===== src/rtl/pixel_feeder_pkg.sv =====
// Shared video definitions for the pixel feeder: pixel packing widths,
// default frame geometry and the controller state encoding.
package pixel_feeder_pkg;

  localparam int COMP_W       = 10;
  localparam int PIX_W        = 3 * COMP_W;
  localparam int OUT_W        = 32;
  localparam int H_ACTIVE_DEF = 800;
  localparam int V_ACTIVE_DEF = 600;

  typedef enum logic [2:0] {
    ST_IDLE,
    ST_FILL,
    ST_STREAM,
    ST_UNDERRUN,
    ST_DONE
  } feeder_state_t;

  function automatic logic [OUT_W-1:0] pack_pixel(input logic [PIX_W-1:0] pix);
    return {{(OUT_W-PIX_W){1'b0}}, pix};
  endfunction

endpackage


===== src/rtl/pixel_feeder_if.sv =====
// Pixel write handshake (camera side) and request/response (consumer side)
// of the pixel feeder.
interface pixel_feeder_if;
  import pixel_feeder_pkg::*;

  logic             i_wr_valid;
  logic [PIX_W-1:0] i_wr_data;
  logic             o_wr_ready;
  logic             i_req;
  logic             o_valid;
  logic [OUT_W-1:0] o_data;

  modport master (
    output i_wr_valid, i_wr_data, i_req,
    input  o_wr_ready, o_valid, o_data
  );

  modport slave (
    input  i_wr_valid, i_wr_data, i_req,
    output o_wr_ready, o_valid, o_data
  );

endinterface


===== src/rtl/pixel_feeder_fifo.sv =====
// Synchronous pixel FIFO with flush; head word is visible combinationally.
module pixel_fifo #(
  parameter int DEPTH = 16,
  parameter int WIDTH = 30
) (
  input  logic                     i_clk,
  input  logic                     i_rst_n,
  input  logic                     i_flush,
  input  logic                     i_wr_en,
  input  logic [WIDTH-1:0]         i_wr_data,
  input  logic                     i_rd_en,
  output logic [WIDTH-1:0]         o_rd_data,
  output logic [$clog2(DEPTH):0]   o_level
);

  localparam int AW = $clog2(DEPTH);
  localparam int LW = AW + 1;

  logic [WIDTH-1:0] mem [DEPTH];
  logic [AW-1:0]    wr_ptr;
  logic [AW-1:0]    rd_ptr;
  logic             wr_ok;
  logic             rd_ok;

  assign wr_ok     = i_wr_en && (o_level != LW'(DEPTH));
  assign rd_ok     = i_rd_en && (o_level != '0);
  assign o_rd_data = mem[rd_ptr];

  // Storage carries no reset; occupancy tracking alone decides what is valid.
  always_ff @(posedge i_clk) begin
    if (wr_ok && !i_flush) mem[wr_ptr] <= i_wr_data;
  end

  always_ff @(posedge i_clk or negedge i_rst_n) begin
    if (!i_rst_n) begin
      wr_ptr  <= '0;
      rd_ptr  <= '0;
      o_level <= '0;
    end else if (i_flush) begin
      wr_ptr  <= '0;
      rd_ptr  <= '0;
      o_level <= '0;
    end else begin
      if (wr_ok) wr_ptr <= wr_ptr + 1'b1;
      if (rd_ok) rd_ptr <= rd_ptr + 1'b1;
      case ({wr_ok, rd_ok})
        2'b10:   o_level <= o_level + 1'b1;
        2'b01:   o_level <= o_level - 1'b1;
        default: o_level <= o_level;
      endcase
    end
  end

endmodule


===== src/rtl/pixel_feeder.sv =====
// Buffers camera pixels and serves them to a request-driven consumer,
// tracking frame position and flagging underruns.
//   state    | meaning
//   IDLE     | no frame yet; writes dropped, requests return black
//   FILL     | storing pixels until the FIFO reaches PREFILL
//   STREAM   | each request pops one pixel
//   UNDERRUN | request hit an empty FIFO; black until next frame start
//   DONE     | last pixel of the frame served; black until next frame start
module pixel_feeder
  import pixel_feeder_pkg::*;
#(
  parameter int DEPTH    = 16,
  parameter int PREFILL  = 8,
  parameter int H_ACTIVE = H_ACTIVE_DEF,
  parameter int V_ACTIVE = V_ACTIVE_DEF
) (
  input  logic                   i_clk,
  input  logic                   i_rst_n,
  input  logic                   i_frame_start,
  pixel_feeder_if.slave          bus,
  output logic [$clog2(DEPTH):0] o_level,
  output logic                   o_underrun,
  output logic                   o_frame_done
);

  localparam int LW = $clog2(DEPTH) + 1;
  localparam int CW = (H_ACTIVE > 1) ? $clog2(H_ACTIVE) : 1;
  localparam int RW = (V_ACTIVE > 1) ? $clog2(V_ACTIVE) : 1;
  localparam logic [LW-1:0] DEPTH_L   = LW'(DEPTH);
  localparam logic [LW-1:0] PREFILL_L = LW'(PREFILL);
  localparam logic [CW-1:0] COL_LAST  = CW'(H_ACTIVE - 1);
  localparam logic [RW-1:0] ROW_LAST  = RW'(V_ACTIVE - 1);

  feeder_state_t    state;
  logic [CW-1:0]    col, col_nxt;
  logic [RW-1:0]    row, row_nxt;
  logic [PIX_W-1:0] head;
  logic             last_px;
  logic             serve;
  logic             fifo_wr, fifo_rd, fifo_flush;

  assign bus.o_wr_ready = (state == ST_FILL || state == ST_STREAM) ? (o_level < DEPTH_L) : 1'b1;

  assign last_px    = (col == COL_LAST) && (row == ROW_LAST);
  assign serve      = bus.i_req && !i_frame_start &&
                      (state == ST_STREAM || state == ST_UNDERRUN);
  assign fifo_wr    = bus.i_wr_valid && bus.o_wr_ready && !i_frame_start &&
                      (state == ST_FILL || state == ST_STREAM);
  assign fifo_rd    = bus.i_req && !i_frame_start && (state == ST_STREAM);
  // Serving the final pixel enters DONE, which starts with an empty FIFO.
  assign fifo_flush = i_frame_start || (fifo_rd && (o_level != '0) && last_px);

  always_comb begin
    col_nxt = col + 1'b1;
    row_nxt = row;
    if (col == COL_LAST) begin
      col_nxt = '0;
      row_nxt = (row == ROW_LAST) ? '0 : row + 1'b1;
    end
  end

  pixel_fifo #(.DEPTH(DEPTH), .WIDTH(PIX_W)) u_fifo (
    .i_clk     (i_clk),
    .i_rst_n   (i_rst_n),
    .i_flush   (fifo_flush),
    .i_wr_en   (fifo_wr),
    .i_wr_data (bus.i_wr_data),
    .i_rd_en   (fifo_rd),
    .o_rd_data (head),
    .o_level   (o_level)
  );

  always_ff @(posedge i_clk or negedge i_rst_n) begin
    if (!i_rst_n) begin
      state        <= ST_IDLE;
      col          <= '0;
      row          <= '0;
      bus.o_valid  <= 1'b0;
      bus.o_data   <= '0;
      o_underrun   <= 1'b0;
      o_frame_done <= 1'b0;
    end else begin
      bus.o_valid  <= bus.i_req;
      bus.o_data   <= '0;
      o_frame_done <= 1'b0;
      if (i_frame_start) begin
        state      <= ST_FILL;
        col        <= '0;
        row        <= '0;
        o_underrun <= 1'b0;
      end else begin
        if (serve) begin
          col <= col_nxt;
          row <= row_nxt;
        end
        case (state)
          ST_FILL: begin
            if (o_level >= PREFILL_L) state <= ST_STREAM;
          end
          ST_STREAM: begin
            if (bus.i_req) begin
              if (o_level == '0) begin
                o_underrun <= 1'b1;
                state      <= ST_UNDERRUN;
              end else begin
                bus.o_data <= pack_pixel(head);
                if (last_px) begin
                  o_frame_done <= 1'b1;
                  state        <= ST_DONE;
                end
              end
            end
          end
          default: state <= state;
        endcase
      end
    end
  end

endmodule


===== src/flat_wrapper.sv =====
// flat-port wrapper written by rule: the top's interface ports become plain ports
module pixel_feeder_flat import pixel_feeder_pkg::*;
#(
  parameter int DEPTH    = 16,
  parameter int PREFILL  = 8,
  parameter int H_ACTIVE = H_ACTIVE_DEF,
  parameter int V_ACTIVE = V_ACTIVE_DEF
)
  (i_clk, i_rst_n, i_frame_start, o_level, o_underrun, o_frame_done, bus_i_wr_valid, bus_i_wr_data, bus_i_req, bus_o_wr_ready, bus_o_valid, bus_o_data);
  pixel_feeder_if bus_i ();
  input  logic i_clk;
  input  logic i_rst_n;
  input  logic i_frame_start;
  output logic [$clog2(DEPTH):0] o_level;
  output logic o_underrun;
  output logic o_frame_done;
  input wire logic [$bits(bus_i.i_wr_valid)-1:0] bus_i_wr_valid;
  input wire logic [$bits(bus_i.i_wr_data)-1:0] bus_i_wr_data;
  input wire logic [$bits(bus_i.i_req)-1:0] bus_i_req;
  output wire logic [$bits(bus_i.o_wr_ready)-1:0] bus_o_wr_ready;
  output wire logic [$bits(bus_i.o_valid)-1:0] bus_o_valid;
  output wire logic [$bits(bus_i.o_data)-1:0] bus_o_data;
  assign bus_i.i_wr_valid = bus_i_wr_valid;
  assign bus_i.i_wr_data = bus_i_wr_data;
  assign bus_i.i_req = bus_i_req;
  assign bus_o_wr_ready = bus_i.o_wr_ready;
  assign bus_o_valid = bus_i.o_valid;
  assign bus_o_data = bus_i.o_data;
  pixel_feeder #(.DEPTH(DEPTH), .PREFILL(PREFILL), .H_ACTIVE(H_ACTIVE), .V_ACTIVE(V_ACTIVE)) u_core (.i_clk(i_clk), .i_rst_n(i_rst_n), .i_frame_start(i_frame_start), .bus(bus_i), .o_level(o_level), .o_underrun(o_underrun), .o_frame_done(o_frame_done));
endmodule

===== config.mk =====
export PLATFORM = sky130hd
export DESIGN_NAME = pixel_feeder_flat
export DESIGN_NICKNAME = d
export VERILOG_FILES = /design/src/rtl/pixel_feeder_pkg.sv /design/src/rtl/pixel_feeder_if.sv /design/src/rtl/pixel_feeder_fifo.sv /design/src/rtl/pixel_feeder.sv /design/src/flat_wrapper.sv
export SDC_FILE = /design/constraint.sdc
export NUM_CORES = 1
export LEC_CHECK = 0
export CORE_MARGIN = 5
export CORE_UTILIZATION = 40
export CTS_CLUSTER_SIZE = 24
export DETAILED_ROUTE_END_ITERATION = 12
export PLACE_DENSITY = 0.54
export SLEW_MARGIN = 20
export SYNTH_ARGS = -nofsm -noshare
export SYNTH_HDL_FRONTEND = slang
export SYNTH_SLANG_ARGS = --single-unit

===== constraint.sdc =====
create_clock -name i_clk -period 14.1 [get_ports i_clk]
set_input_delay 1.41 -clock i_clk [delete_from_list [all_inputs] [get_ports i_clk]]
set_output_delay 1.41 -clock i_clk [all_outputs]
set_load 0.02 [all_outputs]

==> impl_results.md, run 1 <==
* Maximum number of pins on one net before global-route repair at 64
* Total number of vias at 10301
* Power Density at 135 nW/um^2
* Final cell count without fillers at 1915
* R2R Path End: u_core.u_fifo.o_level[4]$_DFFE_PN0P_
* Initial Utilization at 40.3%
* DR DRC count at 0
* Post-CTS setup buffer count at 0
* Die Width at 242 um
* # diodes at 0
* Clock skew at 40.3 ps
* Critical path's top delay family: simple AND/OR/NAND/NOR gates
* Worst-path clk slew at 60 ps
* Nets at 1217
* Slew at the pin closest to its max-slew limit at 1060 ps
* CTS tree: done
* CP max-delay cell: nand2b_2
* CP max stage delay at 800 ps
* Sink Count at 549
* Flop2flop setup slack at 9850 ps
* Layout overhead on the synthesized area at 16.6%
* Setup TNS at 0 ps
* Leak pwr at 7.91 nW
* IO Port Bufs at 73
* Max-cap violations at 0
* Critical Path AT at 5320 ps
* Routed wire length at 43600 um
* Core box area at 53600 um^2
* Gr usage total at 15.0%
* DR pass1 iterations at 5
* Final setup violation count at 0
* Peak supply drop at 111 uV
* CP bufs+invs at 4
* FP Rows at 85
* Final Power at 0.00340 W
* Post-Syn Instances at 1076
* Remaining Overflow, GRT at 0
* Combinational Power Share at 2.3%
* Peak Freq at 207 MHz
* Sequential fraction of design power at 52.5%
* Vias in the first global route at 11097
* Req. time, crit path at 14580 ps
* Post-synthesis area per instance at 20.1 um^2
* P_sw at 0.000681 W
* Crit path time final at 4840 ps
* Die Y at 242 um
* I/O pins at 76
* Internal at 0.00272 W
* Crit-path most repeated cell: ha_1
* Worst Setup Slack, final at 9260 ps
* Post-route ant nets at 0
* Switching Fraction at 20.0%
* Normalized max-slew margin at 28.8%
* Dpl cells at 1807
* Root Driver: clkbuf_16
* H-tree Lvls at 2
* Clock share of power at 45.2%
* DIE AREA at 58700 um^2
* DP Worst Slack at 8610 ps
* Via density at 5.38
* GPL Wtd Cong at 0.731
* Status: completed
* RSZ-0062 raised after global routing: false
* Fin util at 47.0%
* Antenna violations before repair at 1
* Critical path cell sequence: clkdlybuf4s50_1 -> buf_4 -> clkinv_1 -> nand2b_2 -> inv_1 -> ha_1 -> ha_1 -> nand2_1 -> or4b_2 -> a41oi_1 -> xnor2_1 -> nor2_1
* Worst Path Max Fanout at 32
* WHS Endpoint: u_core.row[6]$_DFFE_PN0P_
* FF+latch count, synth at 549
* Reg2Reg Depth at 11
* Final Hold Viols at 0
* Hold Path Class: reg2reg
* Fin. max-slew vios at 0
* DR WL/cell at 22.8 um
* Main synth FF type: edfxtp_1
* Cell variety after synth at 62
* Post-synth ARST share at 12.6%
* Mapped cell area at 21600 um^2
* Post-CTS Hold Fix Bufs at 0
* Inserted Clock Buffers at 57
* Yosys warns at 0
* Share of layout cells above drive strength 1 at 22.1%
* CTS resizes at 0
* Critical Path Start Type: input pin
* Latest clock arrival within the worst-skew pair at 620 ps
* Worst r2r src: u_core.u_fifo.o_level[4]$_DFFE_PN0P_
* Final Cycle Share at 34.3%
* Initial drt markers at 665
* Sequential area share after synthesis at 74.7%
* WS Path Type: in2reg
* CP Capture Type: register
* Final HPWL DP at 23500 um
* Post-synth EDFFs at 480
* Hold Startpoint: u_core.row[6]$_DFFE_PN0P_
* First-pass GRT wire length at 68600 um
* Hold path depth at 1
* Clock Path Buffers at 3
[cell type report]
cell class	instances	area, um^2
Clock buffer	70	1520
Fill cell	4485	28400
Clock inverter	37	439
Multi-Input combinational cell	458	5250
Timing Repair Buffer	96	913
Sequential cell	549	16200
Tap cell	696	871
Inverter	9	33.8
[flip-flops by register name (all words and copies together) (netlist names)]
| register | count |
|---|---|
| u_core.u_fifo.mem | 480 |
| u_core.bus.o_valid | 1 |
| u_core.o_frame_done | 1 |
| u_core.bus.o_data | 30 |
| u_core.row | 10 |
| u_core.col | 10 |
| u_core.state | 3 |
| u_core.u_fifo.o_level | 5 |
| u_core.u_fifo.rd_ptr | 4 |
| u_core.u_fifo.wr_ptr | 4 |
| u_core.o_underrun | 1 |
[worst reg2reg max path, delay by kind of cell, from the launching register on]
| kind | cells | cell delay (ps) |
|---|---|---|
| xor gates and xnor gates | 1 | 150 |
| AOI/OAI and AO/OA | 2 | 730 |
| adders and majority gates | 2 | 740 |
| buffers and inverters | 1 | 160 |
| DFF | 1 | 460 |
| and+or+nand+nor | 5 | 1900 |
[metrics by stage]
stage / area (um^2) / hold WS [ps]
2_1_floorplan: 21600 / 467
3_3_place_gp: 23200 / 513
3_5_place_dp: 23200 / 511
4_1_cts: 25200 / 525
5_1_grt: 25200 / 551
6_report: 25200 / 518
[cells by family after synthesis]
group / count (synthesis) / synth area share, %
muxes: 154 / 14.1
xor gates and xnor gates: 16 / 0.649
AOI/OAI and AO/OA: 103 / 3.51
and+or+nand+nor: 172 / 4.88
other: 1 / 0.0174
DFF: 549 / 74.7
buffers and inverters: 70 / 1.47
adders and majority gates: 11 / 0.637
[metal layers]
metal  track usage (%)  routed length (um)
met1              20.6               19400
met2              25.3               21900
met3              2.44                1430
met4              3.91                 769
met5                 0                  20
[cell usage in the layout (no fill, tap or decap), drive strengths merged, types with 10 or more instances in the layout]
cell             n
a211oi          63
a21oi           13
buf             24
clkbuf          70
clkdlybuf4s50   72
clkinv          26
dfrtp           69
edfxtp         480
ha              11
inv             10
mux2i           34
mux4           120
nand2           28
nand3           20
nor2            38
nor2b           34
nor4            12
o21ai           10
xor2            10
[synthesized netlist by cell type (all sizes together) (3+ instances only)]
master	n	share of area (%)
nor3	3	0.14
a211oi	63	2.2
nor4	12	0.68
edfxtp	480	67
nor2	38	0.70
o41ai	3	0.24
mux2i	34	1.6
ha	11	0.64
nand3b	4	0.14
buf	31	0.79
dfrtp	69	8.0
nand3	20	0.46
clkbuf	30	0.52
xnor2	6	0.24
or2	3	0.098
mux4	120	13
nor4b	3	0.25
nand4	8	0.23
xor2	10	0.41
inv	8	0.14
nand2	28	0.50
o21ai	10	0.25
o31ai	3	0.10
nand2b	4	0.12
nor2b	34	0.98
and2	3	0.087
a21oi	13	0.30
[power by group through the flow]
| stage | Combinational [W] | Sequential (W) | Clock, W |
|---|---|---|---|
| floorplan | 0.0000312 | 0.00182 | 0 |
| global placement | 0.0000791 | 0.00182 | 0 |
| detailed placement | 0.0000803 | 0.00182 | 0 |
| CTS | 0.0000805 | 0.00179 | 0.00158 |
| global route | 0.0000861 | 0.00179 | 0.00166 |
| finish | 0.0000779 | 0.00179 | 0.00154 |
[worst max-delay path by stage]
| stage | from | end | slack (ps) | depth (start not counted) |
|---|---|---|---|---|
| floorplan | bus_i_wr_valid | u_core.u_fifo.mem[13][0]$_DFFE_PP_ | 8550 | 5 |
| global placement | i_frame_start | u_core.u_fifo.o_level[4]$_DFFE_PN0P_ | 8700 | 12 |
| detailed placement | i_frame_start | u_core.u_fifo.o_level[4]$_DFFE_PN0P_ | 8610 | 12 |
| CTS | i_frame_start | u_core.u_fifo.o_level[4]$_DFFE_PN0P_ | 9250 | 12 |
| global route | i_frame_start | u_core.u_fifo.o_level[4]$_DFFE_PN0P_ | 9010 | 12 |
| finish | i_frame_start | u_core.u_fifo.o_level[4]$_DFFE_PN0P_ | 9260 | 12 |
Power figures use the tool's default switching activity.
==> run 2, diff against run 1 <==
PLACE_DENSITY = 0.56   (was 0.54)
clock period = 3.9 ns   (was 14.1 ns; I/O delays follow)
==> impl_results.md, run 2 (synthesis results as in run 1) <==
* I/O pins at 76 (unchanged)
* Worst r2r src: u_core.u_fifo.o_level[4]$_DFFE_PN0P_ (unchanged)
* WHS Endpoint: u_core.bus.o_valid$_DFF_PN0_ (was u_core.row[6]$_DFFE_PN0P_)
* Inserted Clock Buffers at 55 (was 57)
* Leak pwr at 7.99 nW (was 7.91 nW)
* Flop2flop setup slack at 390 ps (was 9850 ps)
* Normalized max-slew margin at 27.8% (was 28.8%)
* First-pass GRT wire length at 69400 um (was 68600 um)
* Die Y at 242 um (unchanged)
* Clock skew at 31.7 ps (was 40.3 ps)
* Clock Path Buffers at 3 (unchanged)
* Most flops, register: u_core.u_fifo.mem (unchanged)
* RSZ-0062 raised after global routing: false (unchanged)
* Max FFs per register at 480 (unchanged)
* # diodes at 0 (unchanged)
* Initial drt markers at 567 (was 665)
* Core box area at 53600 um^2 (unchanged)
* Hold Path Class: in2reg (was reg2reg)
* Share of layout cells above drive strength 1 at 23.2% (was 22.1%)
* Initial Utilization at 40.3% (unchanged)
* CTS resizes at 0 (unchanged)
* Antenna violations before repair at 0 (was 1)
* Layout overhead on the synthesized area at 17.2% (was 16.6%)
* Critical Path AT at 3970 ps (was 5320 ps)
* Final setup violation count at 0 (unchanged)
* Most frequent cells in the layout: edfxtp_1, mux4_2, clkdlybuf4s50_1 (unchanged)
* IO Port Bufs at 73 (unchanged)
* DR pass1 iterations at 4 (was 5)
* Worst Path Max Fanout at 9 (was 32)
* Maximum number of pins on one net before global-route repair at 55 (was 64)
* DP Worst Slack at 222 ps (was 8610 ps)
* Via density at 5.40 (was 5.38)
* Total number of vias at 10430 (was 10301)
* Most common cell after layout, fill and taps aside: edfxtp_1 (unchanged)
* Req. time, crit path at 4360 ps (was 14580 ps)
* DR DRC count at 0 (unchanged)
* Final Hold Viols at 0 (unchanged)
* CTS tree: done (unchanged)
* Post-CTS setup buffer count at 0 (unchanged)
* Max-cap violations at 0 (unchanged)
* Sink Count at 549 (unchanged)
* Hold path depth at 1 (unchanged)
* CP Capture Type: register (unchanged)
* FP Rows at 85 (unchanged)
* Gr usage total at 15.3% (was 15.0%)
* Biggest regs: u_core.u_fifo.mem (480), u_core.bus.o_data (30) (unchanged)
* Root Driver: clkbuf_16 (unchanged)
* Remaining Overflow, GRT at 0 (unchanged)
* Final HPWL DP at 25000 um (was 23500 um)
* Latest clock arrival within the worst-skew pair at 610 ps (was 620 ps)
* R2R Path End: u_core.u_fifo.o_level[4]$_DFFE_PN0P_ (unchanged)
* Post-CTS Hold Fix Bufs at 1 (was 0)
* Final Cycle Share at 90.0%
* Vias in the first global route at 11122 (was 11097)
* Register area at 16200 um^2 (unchanged)
* Dpl cells at 1827 (was 1807)
* Routed wire length at 44900 um (was 43600 um)
* Die Width at 242 um (unchanged)
* Post-route ant nets at 0 (unchanged)
* Fin. max-slew vios at 0 (unchanged)
* Crit path time final at 3510 ps
* Power Density at 478 nW/um^2 (was 135 nW/um^2)
* GPL Wtd Cong at 0.733 (was 0.731)
* Peak Freq at 285 MHz
* DR WL/cell at 23.2 um (was 22.8 um)
* Critical Path Start Type: register (was input pin)
* H-tree Lvls at 2 (unchanged)
* Nets at 1236 (was 1217)
* WS Path Type: reg2reg (was in2reg)
* Worst-path clk slew at 60 ps (about the same)
* Fill cells at 4535 (was 4485)
* Reg2Reg Depth at 11 (unchanged)
* Multi-input logic area at 5250 um^2 (unchanged)
* Worst Setup Slack, final at 388 ps (was 9260 ps)
* DIE AREA at 58700 um^2 (unchanged)
* Status: completed (unchanged)
* Hold_ws at 340 ps (was 518 ps)
* Final cell count without fillers at 1930 (was 1915)
* Hold Startpoint: bus_i_req (was u_core.row[6]$_DFFE_PN0P_)
* Peak supply drop at 359 uV (was 111 uV)
* Slew at the pin closest to its max-slew limit at 1080 ps (was 1060 ps)
[run 2: cell types whose count changed in the layout (fill, tap and decap cells not counted), moves of 2 or more]
cell | previous run | this run
clkbuf_16 | 58 | 55
clkinv_2 | 14 | 12
buf_4 | 23 | 37
buf_12 | 1 | 6
clkinv_1 | 10 | 6
clkbuf_8 | 2 | 5
[run 2: stage by stage]
step	TNS [ps]	utilization (%)	power, W	area, um^2
after floorplan	-155680	-	0.00669	21600
after global placement	0	43.7	0.00686	23400
after detailed placement	0	43.7	0.00687	23400
after CTS	0	47.2	0.0123	25300
after global routing	0	47.2	0.0125	25300
final	0	47.2	0.0121	25300
[run 2: routing by layer]
metal | global-route usage, % | routed length [um] | vias to the layer above
li1 | - | - | 4633
met1 | 21.7 | 20500 | 5547
met2 | 25.0 | 21700 | 191
met4 | 4.46 | 938 | 0
met3 | 2.43 | 1760 | 59
met5 | 0 | 0 | -
[run 2: area by class of cell]
class / count / area share, %
flip-flops and latches: 549 / 63.8
multi-input cells: 458 / 20.7
clock buffers: 71 / 5.87
repair buffers: 117 / 4.57
well taps: 696 / 3.44
clock inverters: 30 / 1.46
inverters: 9 / 0.133
[run 2: worst max-delay path by stage]
stage,to,from,cells after the start
4_1_cts,u_core.u_fifo.o_level[4]$_DFFE_PN0P_,u_core.u_fifo.o_level[4]$_DFFE_PN0P_,11
6_report,u_core.u_fifo.o_level[4]$_DFFE_PN0P_,u_core.u_fifo.o_level[4]$_DFFE_PN0P_,11
5_1_grt,u_core.u_fifo.o_level[4]$_DFFE_PN0P_,u_core.u_fifo.o_level[4]$_DFFE_PN0P_,11
2_1_floorplan,u_core.u_fifo.mem[13][0]$_DFFE_PP_,u_core.u_fifo.o_level[4]$_DFFE_PN0P_,6
3_3_place_gp,u_core.u_fifo.o_level[4]$_DFFE_PN0P_,bus_i_req,13
3_5_place_dp,u_core.u_fifo.o_level[4]$_DFFE_PN0P_,bus_i_req,13
[run 2: worst max-delay path: stages, from the launching register on]
cell	delay, ps
dfrtp_1	450
or2_4	290
o41ai_4	440
nand2b_2	270
inv_1	70
ha_1	290
ha_1	400
nand2_1	100
or4b_2	620
a41oi_1	260
xnor2_1	140
nor2_1	50
[run 2: where the power goes]
part           internal, W  switching, W  total, W  leakage, nW
sequential         0.00644     0.0000269   0.00647         5.27
combinational    0.0000905      0.000183  0.000273         1.81
clock              0.00316       0.00220   0.00536        0.906
